`src/rtl/apb_timer_multi.sv`:
```
// Multi-channel APB timer: N_CH independent counters with prescaler, compare,
// one-shot, hardware start event and sticky W1C interrupt pending flags.

module apb_timer_ch #(
    parameter int CNT_WIDTH = 32
) (
    input  logic        clk_i,
    input  logic        rst_ni,
    input  logic        i_wr_cfg,
    input  logic        i_wr_val,
    input  logic        i_wr_cmp,
    input  logic        i_wr_stat,
    input  logic [31:0] i_wdata,
    input  logic        i_event,
    output logic [31:0] o_cfg,
    output logic [31:0] o_val,
    output logic [31:0] o_cmp,
    output logic        o_pend,
    output logic        o_irq
);
    logic                 r_en, r_irq_en, r_cmp_clr, r_one_shot, r_presc_en, r_pend;
    logic [7:0]           r_presc, r_pcnt;
    logic [CNT_WIDTH-1:0] r_val, r_cmp;
    logic                 w_tick, w_match, w_start, w_unused;

    assign w_tick   = r_en & (~r_presc_en | (r_pcnt == r_presc));
    assign w_match  = w_tick & (r_val == r_cmp);
    // Start is an EN rising edge; it resets the count and suppresses the tick.
    assign w_start  = ~r_en & (i_event | (i_wr_cfg & i_wdata[0]));
    assign w_unused = ^i_wdata;

    always_ff @(posedge clk_i or negedge rst_ni) begin
        if (!rst_ni) begin
            r_en       <= 1'b0;
            r_irq_en   <= 1'b0;
            r_cmp_clr  <= 1'b0;
            r_one_shot <= 1'b0;
            r_presc_en <= 1'b0;
            r_presc    <= '0;
            r_pcnt     <= '0;
            r_val      <= '0;
            r_cmp      <= '0;
            r_pend     <= 1'b0;
        end else begin
            if (i_wr_cfg) begin
                r_irq_en   <= i_wdata[1];
                r_cmp_clr  <= i_wdata[2];
                r_one_shot <= i_wdata[3];
                r_presc_en <= i_wdata[4];
                r_presc    <= i_wdata[15:8];
            end
            // Event beats a CFG write, which beats the one-shot clear.
            if (i_event)                     r_en <= 1'b1;
            else if (i_wr_cfg)               r_en <= i_wdata[0];
            else if (w_match && r_one_shot)  r_en <= 1'b0;

            if (i_wr_val)     r_val <= i_wdata[CNT_WIDTH-1:0];
            else if (w_start) r_val <= '0;
            else if (w_tick)  r_val <= (w_match && r_cmp_clr) ? '0 : r_val + CNT_WIDTH'(1);

            if (i_wr_cmp) r_cmp <= i_wdata[CNT_WIDTH-1:0];

            if (w_start)                  r_pcnt <= '0;
            else if (r_en && r_presc_en)  r_pcnt <= (r_pcnt == r_presc) ? 8'd0 : r_pcnt + 8'd1;

            if (w_match)                     r_pend <= 1'b1;
            else if (i_wr_stat && i_wdata[0]) r_pend <= 1'b0;
        end
    end

    assign o_cfg  = {16'd0, r_presc, 3'd0, r_presc_en, r_one_shot, r_cmp_clr, r_irq_en, r_en};
    assign o_val  = 32'(r_val);
    assign o_cmp  = 32'(r_cmp);
    assign o_pend = r_pend;
    assign o_irq  = r_pend & r_irq_en;
endmodule

module apb_timer_multi #(
    parameter int APB_ADDR_WIDTH = 32,
    parameter int N_CH           = 4,
    parameter int CNT_WIDTH      = 32
) (
    input  logic                      clk_i,
    input  logic                      rst_ni,
    input  logic [APB_ADDR_WIDTH-1:0] PADDR_i,
    input  logic [31:0]               PWDATA_i,
    input  logic                      PWRITE_i,
    input  logic                      PSEL_i,
    input  logic                      PENABLE_i,
    output logic [31:0]               PRDATA_o,
    output logic                      PREADY_o,
    output logic                      PSLVERR_o,
    input  logic [N_CH-1:0]           event_i,
    output logic [N_CH-1:0]           irq_o
);
    logic                       w_access, w_ch_ok, w_unused;
    logic [2:0]                 w_ch;
    logic [1:0]                 w_off;
    logic [N_CH-1:0][31:0]      w_cfg, w_val, w_cmp, w_rword;
    logic [N_CH-1:0]            w_pend;

    assign w_access  = PSEL_i & PENABLE_i;
    assign w_ch      = PADDR_i[6:4];
    assign w_off     = PADDR_i[3:2];
    assign w_ch_ok   = int'(w_ch) < N_CH;
    assign w_unused  = ^PADDR_i;
    assign PREADY_o  = 1'b1;
    assign PSLVERR_o = w_access & ~w_ch_ok;

    for (genvar i = 0; i < N_CH; i++) begin : g_ch
        logic w_wr;
        assign w_wr = w_access & PWRITE_i & (w_ch == 3'(i));

        apb_timer_ch #(.CNT_WIDTH(CNT_WIDTH)) u_ch (
            .clk_i     (clk_i),
            .rst_ni    (rst_ni),
            .i_wr_cfg  (w_wr & (w_off == 2'd0)),
            .i_wr_val  (w_wr & (w_off == 2'd1)),
            .i_wr_cmp  (w_wr & (w_off == 2'd2)),
            .i_wr_stat (w_wr & (w_off == 2'd3)),
            .i_wdata   (PWDATA_i),
            .i_event   (event_i[i]),
            .o_cfg     (w_cfg[i]),
            .o_val     (w_val[i]),
            .o_cmp     (w_cmp[i]),
            .o_pend    (w_pend[i]),
            .o_irq     (irq_o[i])
        );

        always_comb begin
            case (w_off)
                2'd0:    w_rword[i] = w_cfg[i];
                2'd1:    w_rword[i] = w_val[i];
                2'd2:    w_rword[i] = w_cmp[i];
                default: w_rword[i] = {31'd0, w_pend[i]};
            endcase
        end
    end

    always_comb begin
        PRDATA_o = 32'd0;
        if (w_access && !PWRITE_i) begin
            for (int i = 0; i < N_CH; i++) begin
                if (w_ch == 3'(i)) PRDATA_o = w_rword[i];
            end
        end
    end
endmodule
```
`config.mk`:
```
export PLATFORM = sky130hd
export DESIGN_NAME = apb_timer_multi
export DESIGN_NICKNAME = d
export VERILOG_FILES = /design/src/rtl/apb_timer_multi.sv
export SDC_FILE = /design/constraint.sdc
export NUM_CORES = 1
export LEC_CHECK = 0
export BUFFER_PORTS_ARGS = -buffer_cell sky130_fd_sc_hd__clkbuf_2
export CORE_UTILIZATION = 30
export CTS_CLUSTER_DIAMETER = 60
export CTS_CLUSTER_SIZE = 28
export DETAILED_ROUTE_END_ITERATION = 8
export GPL_TIMING_DRIVEN = 0
export PLACE_DENSITY = 0.57
export SETUP_SLACK_MARGIN = 0.3
export SYNTH_ARGS = -nofsm -noshare
export SYNTH_HDL_FRONTEND = slang
export SYNTH_SLANG_ARGS = --single-unit
```
`constraint.sdc`:
```
create_clock -name clk_i -period 2.1 [get_ports clk_i]
set_input_delay 0.105 -clock clk_i [delete_from_list [all_inputs] [get_ports clk_i]]
set_output_delay 0.105 -clock clk_i [all_outputs]
set_load 0.02 [all_outputs]
```
==> results of run 1 <==
[Yosys cell counts (20+ instances only)]
cell type | count | area (sq um)
xnor2_1 | 57 | 499
a21oi_1 | 111 | 556
or3_1 | 22 | 138
o41ai_1 | 20 | 175
a221oi_1 | 22 | 193
a22oi_1 | 78 | 586
a211oi_1 | 40 | 300
and2_1 | 22 | 138
nand2_1 | 178 | 668
nor2_1 | 136 | 510
nor4_1 | 42 | 263
a31oi_1 | 28 | 175
dfrtp_1 | 344 | 8610
o22a_1 | 22 | 193
mux2i_1 | 52 | 521
o21ai_0 | 80 | 400
clkbuf_1 | 117 | 439
o31ai_1 | 45 | 338
a22o_1 | 34 | 298
nand3_1 | 80 | 400
buf_2 | 73 | 365
o211ai_1 | 29 | 218
nor3_1 | 30 | 150
mux2_2 | 176 | 1980
and3_1 | 33 | 206
nand4_1 | 66 | 413
xor2_1 | 121 | 1060
inv_1 | 56 | 210
[final cells by class]
class	count	area (sq um)
Clock inverter	24	254
Buffer	227	1740
Tap cell	969	1210
Inverter	56	210
Antenna cell	3	7.51
Clock buffer	51	1140
Multi-Input combinational cell	1788	15600
Timing Repair Buffer	292	2830
Fill cell	7046	42900
Sequential cell	344	8710
[cells by family after synthesis]
kind of cell,Yosys count
AOI/OAI and AO/OA,662
xor gates and xnor gates,178
adders and majority gates,8
buffers and inverters,283
DFF,344
muxes,233
other,1
and+or+nand+nor,705
[how the worst min path moves through the flow]
| stage | startpoint | end | slack [ns] | depth (start not counted) |
|---|---|---|---|---|
| floorplan | rst_ni | g_ch[0].u_ch.o_cmp[0] | -0.19 | 0 |
| global placement | event_i[3] | g_ch[3].u_ch.r_en | 0.42 | 3 |
| detailed placement | rst_ni | g_ch[2].u_ch.r_pcnt[3] | 0.009 | 1 |
| CTS | PWDATA_i[0] | g_ch[2].u_ch.o_val[0] | 0.006 | 3 |
| global route | rst_ni | g_ch[2].u_ch.o_val[4] | 0.01 | 2 |
| finish | rst_ni | g_ch[2].u_ch.o_val[14] | -0.02 | 2 |
[flip-flops by register name (all words and copies together) (netlist names)]
signal and flops:
g_ch.u_ch.o_pend 4, g_ch.u_ch.r_cmp_clr 4, g_ch.u_ch.o_cmp 128, g_ch.u_ch.r_one_shot 4, g_ch.u_ch.r_presc 32, g_ch.u_ch.r_pcnt 32, g_ch.u_ch.r_presc_en 4, g_ch.u_ch.o_val 128
g_ch.u_ch.r_irq_en 4, g_ch.u_ch.r_en 4
[per-layer routing]
layer  routed length (microns)  up-vias
met4                      6370        4
met1                     43900    11700
met2                     45800     1396
met3                     11200      295
met5                        26        -
li1                          -     9784
[stage by stage]
| step | hold slack (ns) | std cells | power (mW) |
|---|---|---|---|
| floorplan | -0.191 | 2414 | 13.5 |
| global placement | 0.415 | 3458 | 15.9 |
| detailed placement | 0.00942 | 3462 | 16.0 |
| CTS | 0.00593 | 3680 | 25.1 |
| global route | 0.0109 | 3751 | 27.1 |
| finish | -0.0154 | 3754 | 26.3 |
[worst max-delay path: stages (launching register included)]
cell	delay, ns
dfrtp_2	0.50
mux4_2	0.50
mux2_4	0.32
o22ai_4	0.21
nor4_2	0.07
buf_4	0.20
[report_power, final]
group | internal (mW) | switching [mW]
Clock | 4.11 | 3.51
Combinational | 4.04 | 5.11
Sequential | 7.83 | 1.72
[what timing repair did]
item / 4_1_cts / 5_1_grt
gates cloned: 12 / 2
setup endpoints to repair: 325 / 287
pin swaps: 177 / 119
hold buffers: 17 / 0
setup buffers: 114 / 70
endpoints found under the hold margin: 217 / 0
resized for setup: 572 / 290
==> summary.txt, run 1 <==
Worst setup path
  • Setup crit start: g_ch[0].u_ch.o_val[0]
  • Critical R2R Launch: g_ch[1].u_ch.o_val[16]
  • Cells on worst reg2reg path: 9
  • CP Capture Type: output pin
  • Critical Path AT: around 2.4 ns
  • Type of origin of the critical path: register
  • Setup CP Type: register to output pin
  • Setup crit end: PRDATA_o[0]
  • R2R Path End: g_ch[1].u_ch.o_val[3]
  • FF-to-FF setup slack: -0.39 ns
  • Critical Path Fanout Max: 8
  • WP data required: 2.00 ns

Cells and area
  • Commonest non-fill, non-tap cells in the layout: dfrtp_1, mux2_2, nand2_1
  • Layout net count: 2,831
  • Share of cells above drive strength 1: 43.1%
  • Final non-filler cell area: 31,700 sq um
  • Final Util: between 40% and 50%
  • Layout area overhead: 39.9%
  • Commonest non-fill, non-tap cell in the layout: dfrtp_1

Synthesis
  • Mapped Area: about 23,000 sq um
  • Asr flop ratio synth: 100%
  • Main combinational cell family by area after synthesis: compound AO/OA/AOI/OAI gates
  • Post-Synth Adder-Cell Area: less than 1%
  • Seq/Total Area, Yosys: 38.0%
  • Synth Flop Type: dfrtp_1
  • Cell variety after synth: 94
  • Synth warnings: 0
  • Post-synthesis xor/xnor area fraction: 6.88%
  • Mapped Cells: 2,414
  • Number of synthesized flops with an enable pin: 0
  • Simple-gate share of the synthesized area: between 15 and 20%
  • Syn_area_per_cell: 9.39 sq um
  • Mux cell area share after synthesis: 11.5%
  • Register bit total from synthesis: 344
  • Complex-gate fraction of the synthesized area: 21.3%
  • Synthesized Nets: 2,495

Global routing
  • Number of global-route vias before repair: 21,700
  • GRT overflow: 0
  • GR Util All Layers: 26.8%
  • Initial antenna violation count: 9
  • Met3 Use GR: 5.96%
  • Met1 GRT Util: 36.5%
  • GRT busiest layer: met2
  • Grt met2 use: 39.7%
  • First-pass GRT wire length: about 150,000 microns
  • Largest net degree at the start of global routing: 97

Die
  • Initial Utilization: 30.4%
  • IO Count: 111
  • Core Box Area: 74,600 sq um
  • Row cnt: 100
  • Die width: 277 microns
  • Full die area: 76,600 sq um
  • Die Ht: between 200 and 300 microns

Route
  • Final wirelength: ~110,000 microns
  • Vias after detailed routing: 23,200
  • Vias per std cell: a little over 6
  • Drt drc: 0
  • Initial drt markers: between 2,000 and 3,000
  • First-pass DRT Iterations: 6
  • Post-route ant nets: 0
  • WL/cell: about 29 microns

Power and ir drop
  • Peak supply drop: 0.000569 V
  • P_leak: between 10 and 15 nW
  • PD cells: 830 nW/um^2

Flow run
  • Max cap viols: 0

STA
  • Worst Tran Pin Value: 1.45 ns
  • Max-slew violation count: 0
  • Final setup margin: -0.416 ns
  • Max_slew headroom: 3.41%
  • Skew final: 0.0449 ns
  • Hold_ws: -0.0154 ns
  • Tcrit/Tclk final: 120%
  • Final hold viol count: 17
  • Total negative slack: -36.58 ns
  • Finish-stage setup viols: 160
  • Fmax: slightly below 400 MHz
  • Final Critical Period: ~2.5 ns
  • RSZ-0062 raised after global routing: yes

Clock tree
  • Root Driver: clkbuf_16
  • CTS tree: built
  • Clock transition at the registers of the reported paths: 0.07 ns
  • Clk buf depth: 3
  • Clock latency on the worst-skew pair: 0.62 ns
  • Sink Count: 344
  • Inserted Clock Buffers: 41
  • H-tree lvl count: 2

Status
  • Status: complete, but fails checks
  • Failing checks: negative hold slack, negative setup slack

Min path
  • Hold crit path type: primary input to async pin

Placement
  • Post-placement cell area: 25,000 sq um
  • IO Port Bufs: 75
  • Dpl hpwl: approximately 72,000 microns
  • GP Congestion: 1.01
  • Pre-CTS WS: -1.08 ns
No activity file was read; power rests on OpenSTA's default activity.
==> run 2, diff against run 1 <==
==> constraint.sdc (replaced) <==
create_clock -name clk_i -period 2.3 [get_ports clk_i]
set_input_delay 0.115 -clock clk_i [delete_from_list [all_inputs] [get_ports clk_i]]
set_output_delay 0.115 -clock clk_i [all_outputs]
set_load 0.02 [all_outputs]
==> run 2 against run 1 <==
Against the previous run:
- the run ends with negative setup slack left
- non-clock buffer count grew 27
- highest routed layer unchanged
- critical path depth grew 1
- clock skew shrank 0.0048 ns
- register-to-register slack gained 0.21 ns
- sequential power shrank 9.2%
- critical path type unchanged
- sequential cell count is the same
- largest cell class unchanged
- die area is the same
==> summary.txt, run 2 (synthesis gave the netlist of run 1 again) <==
Worst setup path
  • Cells on worst reg2reg path: 9 (unchanged)
  • Critical Path AT: 2.40 ns (about the same)
  • Critical Path Fanout Max: 10 (+2)
  • Type of origin of the critical path: register
  • WP data required: 2.18 ns (+0.18 ns)
  • Critical R2R Launch: g_ch[3].u_ch.o_val[6]
  • FF-to-FF setup slack: -0.18 ns (+0.21 ns)
  • Setup CP Type: register to output pin
  • CP Capture Type: output pin
  • R2R Path End: g_ch[3].u_ch.o_val[16]

Global routing
  • Met1 GRT Util: 35.9% (-0.56 points)
  • Grt met2 use: 39.8% (+0.12 points)
  • GRT busiest layer: met2
  • Number of global-route vias before repair: 21,600 (-0.092%)
  • First-pass GRT wire length: 152,000 microns (-0.36%)
  • Met3 Use GR: 5.26% (-0.70 points)
  • Largest net degree at the start of global routing: 107 (+10%)
  • GRT overflow: 0 (unchanged)
  • GR Util All Layers: 26.7% (-0.11 points)
  • Initial antenna violation count: 14 (+5)

STA
  • Finish-stage setup viols: 101 (-37%)
  • Worst Tran Pin Value: 1.45 ns (-0.00222 ns)
  • Total negative slack: -8.04 ns (+28.54 ns)
  • Fmax: 397 MHz
  • Skew final: 0.0401 ns (-0.00477 ns)
  • Final Critical Period: 2.52 ns
  • Tcrit/Tclk final: 110%
  • Final hold viol count: 0 (-17)
  • RSZ-0062 raised after global routing: yes
  • Max_slew headroom: 3.56% (+0.15 points)
  • Final setup margin: -0.220 ns (+0.196 ns)
  • Max-slew violation count: 0 (unchanged)

Clock tree
  • CTS tree: built
  • Root Driver: clkbuf_16
  • Clk buf depth: 3 (unchanged)
  • Inserted Clock Buffers: 42 (+2.4%)
  • Clock latency on the worst-skew pair: 0.61 ns (about the same)
  • Sink Count: 344 (unchanged)
  • Clock transition at the registers of the reported paths: 0.07 ns (about the same)
  • H-tree lvl count: 2 (unchanged)

Placement
  • Dpl hpwl: 72,300 microns (about the same)
  • IO Port Bufs: 75 (unchanged)
  • Pre-CTS WS: -0.990 ns (+0.0876 ns)
  • GP Congestion: 1.01 (-0.80%)

Cells and area
  • Commonest non-fill, non-tap cells in the layout: dfrtp_1, buf_4, mux2_2
  • Layout area overhead: 39.8% (about the same)
  • Commonest non-fill, non-tap cell in the layout: dfrtp_1
  • Final Util: 42.5% (about the same)
  • Layout net count: 2,859 (+0.99%)
  • Share of cells above drive strength 1: 42.1% (-0.93 points)

Flow run
  • Max cap viols: 0 (unchanged)

Min path
  • Hold Path End: g_ch[2].u_ch.o_val[3]
  • Min-Delay Path Depth: 3
  • Hold crit path type: primary input to register
  • Min-delay src: PWDATA_i[3]

Die
  • Die width: 277 microns (unchanged)
  • Full die area: 76,600 sq um (unchanged)
  • Initial Utilization: 30.4% (unchanged)
  • Core Box Area: 74,600 sq um (unchanged)
  • Row cnt: 100 (unchanged)
  • IO Count: 111 (unchanged)
  • Die Ht: 277 microns (unchanged)

Route
  • WL/cell: 28.4 microns (-0.64%)
  • Vias per std cell: 6.18 (+0.20%)
  • Initial drt markers: 3,120 (+8.3%)
  • Final wirelength: 108,000 microns (+0.21%)
  • Vias after detailed routing: 23,400 (+1.1%)
  • Drt drc: 0 (unchanged)
  • Post-route ant nets: 0 (unchanged)
  • First-pass DRT Iterations: 6 (unchanged)

Power and ir drop
  • PD cells: 766 nW/um^2 (-7.7%)
  • Peak supply drop: 0.000438 V (-23%)
  • Total power after layout: 24.3 mW (-7.7%)
  • P_leak: 13.3 nW (+1.0%)

Status
  • Status: complete, but fails checks
  • Failing checks: negative setup slack
## run 2: where the power goes
group / internal (mW) / leakage (nW) / switching (mW)
sequential: 7.14 / 4.34 / 1.52
combinational: 3.75 / 8.23 / 4.65
clock: 3.98 / 0.714 / 3.23
## run 2: timing repair
action | 4_1_cts | 5_1_grt
pin swaps | 174 | 142
hold buffers | 14 | 0
cloned | 14 | 2
gates resized for setup | 578 | 289
buffers inserted | 123 | 89
setup endpoints to repair | 263 | 239
endpoints found under the hold margin | 98 | 0
## run 2: per-stage QoR
| step | instance area (sq um) | instances | hold WS (ns) |
|---|---|---|---|
| CTS | 29800 | 3688 | 0.00619 |
| global placement | 24600 | 3458 | 0.410 |
| global route | 31700 | 3781 | 0.0577 |
| floorplan | 23000 | 2414 | -0.181 |
| detailed placement | 24700 | 3461 | 0.220 |
| finish | 31700 | 3786 | 0.0354 |
## run 2: cell type report
class	instances	area, sq um
Clock inverter	28	322
Timing Repair Buffer	319	3030
Fill cell	7066	42900
Clock buffer	48	1120
Buffer	227	1710
Tap cell	969	1210
Antenna cell	7	17.5
Inverter	56	213
Multi-Input combinational cell	1788	15300
Sequential cell	344	8700
## run 2: how the worst max path moves through the flow
stage	slack (ns)	endpoint	cells after the start	startpoint
2_1_floorplan	0.11	g_ch[2].u_ch.o_val[5]	8	g_ch[2].u_ch.o_val[11]
3_3_place_gp	-7.12	g_ch[1].u_ch.o_val[9]	1	rst_ni
3_5_place_dp	-0.99	g_ch[1].u_ch.o_val[22]	7	PWDATA_i[0]
4_1_cts	-0.21	PRDATA_o[0]	6	g_ch[0].u_ch.r_en
5_1_grt	-0.23	g_ch[2].u_ch.o_val[27]	9	g_ch[2].u_ch.o_val[14]
6_report	-0.22	PRDATA_o[0]	6	g_ch[0].u_ch.r_en
## run 2: critical path, stage by stage, from the launching register on
cell and delay [ns]:
dfrtp_1 0.40, clkbuf_8 0.18, mux4_2 0.46, mux2_4 0.33
o22ai_4 0.16, nor4_4 0.08, buf_4 0.20
## run 2: routing by layer
layer	share of wire (%)	vias up
met3	9.8	350
met4	6.7	6
met2	43	1451
li1	-	9852
met1	40	11700
met5	0.029	-
